==> config.mk <==
export PLATFORM = sky130hd
export DESIGN_NAME = floating_point_accumulator
export DESIGN_NICKNAME = d
export VERILOG_FILES = /design/src/rtl/floating_point_accumulator.sv
export SDC_FILE = /design/constraint.sdc
export NUM_CORES = 1
export LEC_CHECK = 0
export BUFFER_PORTS_ARGS = -buffer_cell sky130_fd_sc_hd__buf_4
export CAP_MARGIN = 30
export CELL_PAD_IN_SITES_DETAIL_PLACEMENT = 1
export CELL_PAD_IN_SITES_GLOBAL_PLACEMENT = 1
export CORE_ASPECT_RATIO = 1.75
export CORE_MARGIN = 2
export CORE_UTILIZATION = 50
export DETAILED_ROUTE_END_ITERATION = 8
export PLACE_DENSITY_LB_ADDON = 0.1
export SYNTH_ARGS = -nofsm -noshare
export SYNTH_HDL_FRONTEND = slang
export SYNTH_SLANG_ARGS = --single-unit
==> constraint.sdc <==
create_clock -name clk -period 40.2 [get_ports clk]
set_input_delay 2.01 -clock clk [delete_from_list [all_inputs] [get_ports clk]]
set_output_delay 2.01 -clock clk [all_outputs]
set_load 0.005 [all_outputs]
==> src/rtl/floating_point_accumulator.sv <==
// Packet-sum reduction stage around a combinational float adder.
// Ports: in_* valid/ready element stream, out_* valid/ready packet result.

module floating_point_adder #(
  parameter int EXPONENT_WIDTH   = 8,
  parameter int MANTISSA_WIDTH   = 23,
  parameter int ROUND_TO_NEAREST = 1,
  parameter int ROUNDING_BITS    = 3
) (
  input  logic [EXPONENT_WIDTH+MANTISSA_WIDTH:0] a,
  input  logic [EXPONENT_WIDTH+MANTISSA_WIDTH:0] b,
  input  logic                                   subtract,
  output logic [EXPONENT_WIDTH+MANTISSA_WIDTH:0] result,
  output logic                                   underflow_flag,
  output logic                                   overflow_flag,
  output logic                                   invalid_operation_flag
);
  localparam int E  = EXPONENT_WIDTH;
  localparam int M  = MANTISSA_WIDTH;
  localparam int R  = ROUNDING_BITS;
  localparam int W  = E + M + 1;
  localparam int SW = M + 1 + R;
  localparam logic [E+1:0] EMAX = {2'b00, {E{1'b1}}};
  localparam logic [R-1:0] HALF = {1'b1, {(R-1){1'b0}}};

  logic          sa, sb, s_big, eff_sub, swap;
  logic          a_nan, b_nan, a_inf, b_inf;
  logic          round_up;
  logic [E-1:0]  ea, eb, e_big, e_small, diff, e_field;
  logic [M-1:0]  ma, mb;
  logic [SW-1:0] sig_big, sig_small, sig_sh, mask, norm;
  logic [SW:0]   sum;
  logic [E+1:0]  exp_r;
  logic [M+1:0]  mant_r;
  logic [R-1:0]  rem;
  int            msb, shift, lim;

  always_comb begin
    sa      = a[W-1];
    ea      = a[W-2:M];
    ma      = a[M-1:0];
    sb      = b[W-1] ^ subtract;
    eb      = b[W-2:M];
    mb      = b[M-1:0];
    a_nan   = (&ea) & (|ma);
    b_nan   = (&eb) & (|mb);
    a_inf   = (&ea) & ~(|ma);
    b_inf   = (&eb) & ~(|mb);
    eff_sub = sa ^ sb;
    swap    = b[W-2:0] > a[W-2:0];
    s_big   = swap ? sb : sa;
    e_big   = swap ? eb : ea;
    e_small = swap ? ea : eb;
    sig_big   = swap ? {|eb, mb, {R{1'b0}}}
                     : {|ea, ma, {R{1'b0}}};
    sig_small = swap ? {|ea, ma, {R{1'b0}}}
                     : {|eb, mb, {R{1'b0}}};
    // subnormals share the exponent of the smallest normal
    if (e_big == '0) e_big = E'(1);
    if (e_small == '0) e_small = E'(1);
    diff   = e_big - e_small;
    mask   = (SW'(1) << diff) - SW'(1);
    sig_sh = sig_small >> diff;
    sig_sh[0] = sig_sh[0] | (|(sig_small & mask));
    if (eff_sub) sum = {1'b0, sig_big} - {1'b0, sig_sh};
    else         sum = {1'b0, sig_big} + {1'b0, sig_sh};
    exp_r = {2'b00, e_big};
    msb   = 0;
    for (int i = 0; i < SW; i++)
      if (sum[i]) msb = i;
    norm  = sum[SW-1:0];
    shift = 0;
    lim   = 0;
    if (sum[SW]) begin
      norm    = sum[SW:1];
      norm[0] = norm[0] | sum[0];
      exp_r   = exp_r + 1'b1;
    end else begin
      // left shift limited so tiny results land as subnormals
      shift = SW - 1 - msb;
      lim   = int'(exp_r) - 1;
      if (shift > lim) shift = lim;
      norm  = norm << shift;
      exp_r = exp_r - (E+2)'(shift);
    end
    rem      = norm[R-1:0];
    round_up = (ROUND_TO_NEAREST != 0) &&
               ((rem > HALF) || ((rem == HALF) && norm[R]));
    mant_r   = {1'b0, norm[SW-1:R]} + (M+2)'(round_up);
    if (mant_r[M+1]) begin
      exp_r  = exp_r + 1'b1;
      mant_r = mant_r >> 1;
    end
    e_field = mant_r[M] ? exp_r[E-1:0] : E'(0);

    result                 = '0;
    underflow_flag         = 1'b0;
    overflow_flag          = 1'b0;
    invalid_operation_flag = 1'b0;
    if (a_nan | b_nan | (a_inf & b_inf & eff_sub)) begin
      result = {1'b1, {E{1'b1}}, 1'b1, {(M-1){1'b0}}};
      invalid_operation_flag = 1'b1;
    end else if (a_inf | b_inf) begin
      result = {a_inf ? sa : sb, {E{1'b1}}, {M{1'b0}}};
    end else if (sum == '0) begin
      result = {sa & sb, {(W-1){1'b0}}};
    end else if (exp_r >= EMAX) begin
      result        = {s_big, {E{1'b1}}, {M{1'b0}}};
      overflow_flag = 1'b1;
    end else begin
      result         = {s_big, e_field, mant_r[M-1:0]};
      underflow_flag = ~mant_r[M];
    end
  end
endmodule

module floating_point_accumulator #(
  parameter int EXPONENT_WIDTH   = 8,
  parameter int MANTISSA_WIDTH   = 23,
  parameter int ROUND_TO_NEAREST = 1,
  parameter int ROUNDING_BITS    = 3,
  parameter int COUNT_WIDTH      = 16
) (
  input  logic                                   clk,
  input  logic                                   rst_n,
  input  logic                                   in_valid,
  output logic                                   in_ready,
  input  logic [EXPONENT_WIDTH+MANTISSA_WIDTH:0] in_data,
  input  logic                                   in_subtract,
  input  logic                                   in_last,
  output logic                                   out_valid,
  input  logic                                   out_ready,
  output logic [EXPONENT_WIDTH+MANTISSA_WIDTH:0] out_data,
  output logic [COUNT_WIDTH-1:0]                 out_count,
  output logic                                   out_underflow,
  output logic                                   out_overflow,
  output logic                                   out_invalid
);
  localparam int W = EXPONENT_WIDTH + MANTISSA_WIDTH + 1;

  typedef enum logic {ACCUM, HOLD} state_t;

  state_t           state;
  logic             first;
  logic             accept;
  logic [W-1:0]     acc;
  logic [W-1:0]     add_res;
  logic             add_uf, add_of, add_inv;

  floating_point_adder #(
    .EXPONENT_WIDTH  (EXPONENT_WIDTH),
    .MANTISSA_WIDTH  (MANTISSA_WIDTH),
    .ROUND_TO_NEAREST(ROUND_TO_NEAREST),
    .ROUNDING_BITS   (ROUNDING_BITS)
  ) u_add (
    .a                     (acc),
    .b                     (in_data),
    .subtract              (in_subtract),
    .result                (add_res),
    .underflow_flag        (add_uf),
    .overflow_flag         (add_of),
    .invalid_operation_flag(add_inv)
  );

  // gated with rst_n so the block never advertises ready in reset
  assign in_ready  = rst_n & (state == ACCUM);
  assign out_valid = (state == HOLD);
  assign out_data  = acc;
  assign accept    = in_valid & in_ready;

  always_ff @(posedge clk or negedge rst_n) begin
    if (!rst_n) begin
      state         <= ACCUM;
      first         <= 1'b1;
      acc           <= '0;
      out_count     <= '0;
      out_underflow <= 1'b0;
      out_overflow  <= 1'b0;
      out_invalid   <= 1'b0;
    end else begin
      unique case (state)
        ACCUM: begin
          if (accept) begin
            if (first) begin
              acc   <= {in_data[W-1] ^ in_subtract,
                        in_data[W-2:0]};
              first <= 1'b0;
            end else begin
              acc           <= add_res;
              out_underflow <= out_underflow | add_uf;
              out_overflow  <= out_overflow | add_of;
              out_invalid   <= out_invalid | add_inv;
            end
            if (~&out_count) out_count <= out_count + 1'b1;
            if (in_last) state <= HOLD;
          end
        end
        HOLD: begin
          if (out_ready) begin
            state         <= ACCUM;
            first         <= 1'b1;
            acc           <= '0;
            out_count     <= '0;
            out_underflow <= 1'b0;
            out_overflow  <= 1'b0;
            out_invalid   <= 1'b0;
          end
        end
        default: state <= ACCUM;
      endcase
    end
  end
endmodule

### Yosys cells after proc, flatten, opt, wreduce, memory -nomap -nowiden

Cells that the tools add are included.

* bits in registers: 53
* input bits: 38
* output and inout port bits: 53
* word-level logic and storage cells: 153

* add/sub/neg operators: 11
* magnitude comparators: 4
* equality and inequality tests: 6
* shift-type cells: 3
* multiplexer cells: 80
* bitwise operators: 24
* reductions and logical operators: 17

Operators by type and width (count)
* $mux 32: 8
* $mux 27: 3
* $pmux 32 s2: 1
* $mux 5: 11
* $mux 16: 3
* $reduce_or 23->1: 2
* $mux 8: 5
* $gt 32x32->1: 1
* $mux 4: 8
* $pmux 16 s2: 1
* $shl 27x32->27: 1
* $gt 31x31->1: 1
* $mux 31: 1
* $add 27x27->28: 1
* $logic_not 28->1: 1
* $mux 28: 1
* $sub 27x27->28: 1
* $and 27x27->27: 1
* $reduce_or 27->1: 1
* $shl 1x8->27 const A: 1
* $shr 27x8->27: 1
* $sub 27x2->27 const B: 1
* $add 24x1->25: 1
* $mux 1: 24
* other kinds (29): 65

### Logic depth before layout (Yosys ltp)

* depth after elaboration: 58
* depth in mapped cells: 99
* depth with buffers taken out: 87

### Modules after synthesis

A second synthesis with hierarchy kept.

* cells, all modules: 2290
* area total of the unflattened synthesis: 15638.7 um^2

Modules (own cells, without submodules)
* floating_point_adder: times used 1, cells an instance 2025, area each 13002.5 um^2, seq. area each 0.0 um^2
* floating_point_accumulator: times used 1, cells an instance 265, area each 2636.3 um^2, seq. area each 1327.5 um^2

### Worst setup path before layout

Ideal clock, no wire load.

* path kind: input to register
* start point: input port in_data[30]
* end point: register acc[22], in the netlist out_data[22]
* data arrival time: 19.171 ns
* path slack: 20.903 ns
* cell stages on the path: 81
* path buffers: 14
* cells stage by stage: ha_1 -> nand4_2 -> or4_4 -> a211o_1 -> buf_4 -> nand2_2 -> buf_2 -> buf_1 -> buf_1 -> clkbuf_1 -> buf_1 -> mux2i_1 -> nand4b_1 -> o211ai_1 -> ha_1 -> buf_1 -> clkbuf_1 -> clkbuf_1 -> (+45 left out) -> a21oi_1 -> a31o_2 -> clkbuf_1 -> clkbuf_1 -> nand3_1 -> mux2i_1 -> nand3_1 -> o21ai_1 -> ha_1 -> nor4b_2 -> nand4_2 -> nor4b_4 -> nand4_2 -> or4b_1 -> a21oi_2 -> a31oi_4 -> buf_6 -> a221o_1

* word-level cells in the longest chain between the ends: 57
* elaborated cells between the ends (all ways): 82
* classes of those cells: add/sub (10); order compare (4); eq/ne (1); shift (3); mux (46); bitwise (10); reduce/logical (8)

Ends and longest elaborated chain
* start, declared: RTL line 128 `input logic [EXPONENT_WIDTH+MANTISSA_WIDTH:0] in_data,`
* branches (longest 53 deep; another with $gt 31x31->1)
* $mux 32 (*): RTL line 100 `if (a_nan | b_nan | (a_inf & b_inf & eff_sub)) begin`
* $mux 32 (*): RTL line 184 `if (first) begin`
* $mux 32 (*): RTL line 183 `if (accept) begin`
* $pmux 32 s2 (*): RTL line 181 `unique case (state)`
* end signal, assigned: RTL line 185 `acc <= {in_data[W-1] ^ in_subtract,`
* end signal, assigned: RTL line 189 `acc <= add_res;`
* end, declared: RTL line 146 `logic [W-1:0] acc;`

Mark *: on every way between the ends. The select of a mux whose other input is x is not followed.
A chain may end at the register's enable or synchronous reset.

### Worst setup path after layout

* start point: input port in_data[26]
* end point: register acc[3], in the netlist out_data[3]

The elaborated chain is that of the path after synthesis.

==> run summary <==
The net count of the finished layout is 2388. Final hold analysis gives a worst-case slack of 0.511 ns. Number of top-level pins: 91.

The startpoint identified for the worst hold timing path is out_invalid$_DFFE_PN0P_. At the end of routability-driven placement, the weighted congestion stood at 1.09. The layout overhead on the synthesized area was 7.34%. Most instantiated library cell after synthesis: sky130_fd_sc_hd__nand2_1. The region available for standard cell placement spans 30500 um2. The async set-reset flop share out of synthesis was 100%.

The startpoint class of the critical path was an input port. The cell sitting at the root of the clock tree is a sky130_fd_sc_hd__clkbuf_16. After detailed routing, the number of vias per cell comes to 7.64. After synthesis, the cell types taking the most area are sky130_fd_sc_hd__dfrtp_1 (8.4%), sky130_fd_sc_hd__ha_1 (7.1%), sky130_fd_sc_hd__a21oi_1 (6.2%), sky130_fd_sc_hd__nand2_1 (6.1%), sky130_fd_sc_hd__nor2_1 (6.0%). On the final layout, the worst clock skew is 0.00613 ns.

In the final routed layout, each cell accounts on average for 32.5 um. The total congestion overflow was 0. The maximum net fanout on the critical path is 55, and the final number of setup-violating endpoints is 0. The clock latency at the later pin of the worst-skew pair is 0.31 ns, and the number of antenna violations at the first check in global routing is 4.

CTS saw 53 sinks. The tools report the post-cts repair resize count as 0. The share of the Yosys chip area taken by registers is 8.62%. The number of buffers inserted by port buffering was 90; the number of standard-cell rows in the floorplan was 85. The synthesized design devotes to its leading area cell type 8.45% of total area. Setup repair after global routing left no endpoint under its margin.

The number of cells on the worst reg-to-reg path is 81. 0 antenna diodes ended up in the layout. In this run, synthesis inferred 0 flip-flops with an integrated enable. For the finished layout, the period the worst path requires is 25.07 ns. The run gives 16.12 ns as the register-to-register setup slack. Timing startpoint of the critical path: in_data[26]. The largest single stage delay on the critical path is 0.94 ns.

The starting density of the core is 50.5%, and the relative slew slack is 3.26%. The tools report the number of design rule violations left after detail routing as 0. The per-instance average area after synthesis was 6.84 um2; the length of the first detailed-routing pass in iterations was 8. For the worst setup path, the data arrival time is 25.28 ns. The worst hold path passes through 2 cells.

The clock buffer count from CTS was 5. Summing all multi-input logic gate instances after layout gives 13200 um2. For this block, the via count after detailed routing is 20300. Static timing analysis puts the maximum clock frequency at 39.9 MHz. Buffers added to address setup during post-CTS repair amount to 0. TritonCTS built the clock tree.

In this run the vertical extent of the chip is 236 um. At the pin with the least slew margin, the transition time is 1.45 ns. For the estimated wirelength of the detail-placed design, the log shows 65700 um.

The Yosys step of the flow raised 0 warnings. Ranked by instance count, the synthesized netlist is headed by sky130_fd_sc_hd__nand2_1 (250), sky130_fd_sc_hd__nor2_1 (245), sky130_fd_sc_hd__a21oi_1 (191). Clock-pin slew was measured on the worst setup and hold paths at 0.08 ns. The logs give 122 for the number of distinct library cell variants in the gate-level netlist after synthesis and 20500 for the number of global-route vias before repair.

STA classifies the critical path endpoint as a register. Number of fillers in the final layout: 4080. The logs give 0 for the number of hold-slack violations in the final timing report and 2 for the level count of the clock H-tree.

The worst hold path terminates at out_invalid$_DFFE_PN0P_. Across the run, the number of max-cap violations was 0. Number of max-slew violations in the final report: 0. For the count of nets left with antenna violations after detail routing, the log shows 0. Among all stages on the critical path, the largest delay is contributed by sky130_fd_sc_hd__a21boi_1. After synthesis the netlist holds a flip-flop and latch count of 53. The tools report the number of buffers inserted for hold repair after clock tree synthesis as 0. Final period utilization: 62.4%. The cell with the most instances on the worst path is sky130_fd_sc_hd__a21oi_1. The worst register-to-register path begins at out_data[24]$_DFFE_PN0P_.

The logs give 2 for the maximum clock insertion buffer count and 2146 for the number of design-rule violations left by the first detailed-router iteration. The worst hold-check path type is register to register. The commonest register cell after synthesis is sky130_fd_sc_hd__dfrtp_1. The mapped netlist covers 15400 um2. The critical path is of the input port to register type.

Entering global routing, the biggest net connects 69 pins. The largest area contributor in the synthesized netlist was sky130_fd_sc_hd__dfrtp_1. The first global-routing pass estimated 132000 um of wire. The worst flop-to-flop path endpoint was out_data[3]$_DFFE_PN0P_.

For this block, the routed nets add up to 86200 um of wire. Cells with a size suffix above 1 make up 12.1% of the layout. The run gives 0 ns as the sum of negative setup slack. The floorplan step set the die width to 137 um. The area occupied by registers was 1330 um2.

The flow ran to the end, and the final reports show no timing, DRC or antenna violations. In the global route stage, overall resource usage came out at 53.9%. The number of instances in the synthesized netlist is 2251. The die covers 32300 um2.

For the worst setup path, the data required time is 40.41 ns.
==> area by class of cell <==
class / instances / area share [%]
Clock inverter: 3 / 0.129
Multi-Input combinational cell: 1977 / 80.0
Sequential cell: 53 / 8.03
Tap cell: 391 / 2.96
Timing Repair Buffer: 138 / 6.19
Inverter: 87 / 1.98
Clock buffer: 5 / 0.757
==> per-layer routing <==
layer	wire, um	track usage, %
met2	38600	83.2
met1	27100	54.8
met5	0	1.11
met4	11600	51.1
met3	8890	20.1
==> layout by cell type, fill, tap and decap left out, types with 9 or more instances in the layout <==
cell,count
sky130_fd_sc_hd__nand2_1,250
sky130_fd_sc_hd__nor2_1,244
sky130_fd_sc_hd__a21oi_1,191
sky130_fd_sc_hd__o21ai_0,147
sky130_fd_sc_hd__buf_4,125
sky130_fd_sc_hd__nand3_1,86
sky130_fd_sc_hd__mux2i_1,86
sky130_fd_sc_hd__ha_1,86
sky130_fd_sc_hd__inv_1,84
sky130_fd_sc_hd__nor3_1,58
sky130_fd_sc_hd__xnor2_1,55
sky130_fd_sc_hd__dfrtp_1,52
sky130_fd_sc_hd__nand4_1,45
sky130_fd_sc_hd__o211ai_1,45
sky130_fd_sc_hd__xor2_1,42
sky130_fd_sc_hd__a21o_1,39
sky130_fd_sc_hd__a31oi_1,36
sky130_fd_sc_hd__nor4_1,29
sky130_fd_sc_hd__and2_1,27
sky130_fd_sc_hd__o221ai_1,26
sky130_fd_sc_hd__and3_1,25
sky130_fd_sc_hd__a211oi_1,23
sky130_fd_sc_hd__nand2b_1,23
sky130_fd_sc_hd__nor2b_1,22
sky130_fd_sc_hd__o31ai_1,19
sky130_fd_sc_hd__mux2_2,18
sky130_fd_sc_hd__a221oi_1,17
sky130_fd_sc_hd__mux4_2,17
sky130_fd_sc_hd__o21a_1,16
sky130_fd_sc_hd__a32oi_1,16
sky130_fd_sc_hd__a22oi_1,13
sky130_fd_sc_hd__or3_1,13
sky130_fd_sc_hd__o22ai_1,13
sky130_fd_sc_hd__and4_1,12
sky130_fd_sc_hd__o21ai_1,12
sky130_fd_sc_hd__or2_2,12
sky130_fd_sc_hd__or4_1,9
==> metrics by stage <==
step	instance area, um2	util, %	std cells	setup slack, ns
2_1_floorplan	15400	-	2254	20.90
5_1_grt	16500	54.2	2654	14.14
4_1_cts	16400	53.8	2639	16.55
3_5_place_dp	16300	53.3	2631	16.40
6_report	16500	54.2	2654	15.13
3_3_place_gp	16300	53.3	2628	16.69
==> worst max path at each step <==
stage                                           to  slack [ns]  cells past startpoint
final                      out_data[3]$_DFFE_PN0P_       15.13                     81
after global routing       out_data[3]$_DFFE_PN0P_       14.14                     81
after CTS                  out_data[3]$_DFFE_PN0P_       16.55                     80
after detailed placement  out_data[30]$_DFFE_PN0P_       16.40                     81
after global placement    out_data[30]$_DFFE_PN0P_       16.69                     79
after floorplan           out_data[22]$_DFFE_PN0P_       20.90                     81
==> flip-flops by register name, indices dropped and copies added (netlist names) <==
signal / flops
out_count: 16
out_invalid: 1
first: 1
out_data: 32
out_overflow: 1
out_valid: 1
out_underflow: 1
==> worst max-delay path: cells and delay by family <==
kind | cells | cell delay (ns)
adders and majority gates | 8 | 2.77
xor gates and xnor gates | 1 | 0.19
buffers and inverters | 9 | 2.58
muxes | 2 | 0.93
AOI/OAI and AO/OA | 32 | 9.56
and+or+nand+nor | 29 | 7.15
==> logic make-up after synthesis <==
group	share of synthesized area [%]
DFF	8.62
muxes	9.63
other	0.0243
adders and majority gates	7.21
buffers and inverters	5.95
AOI/OAI and AO/OA	33.2
and+or+nand+nor	29.3
xor gates and xnor gates	5.99
Power is not shown: default switching activity piles up to over one toggle a cycle in this logic, so the estimate is an artifact.
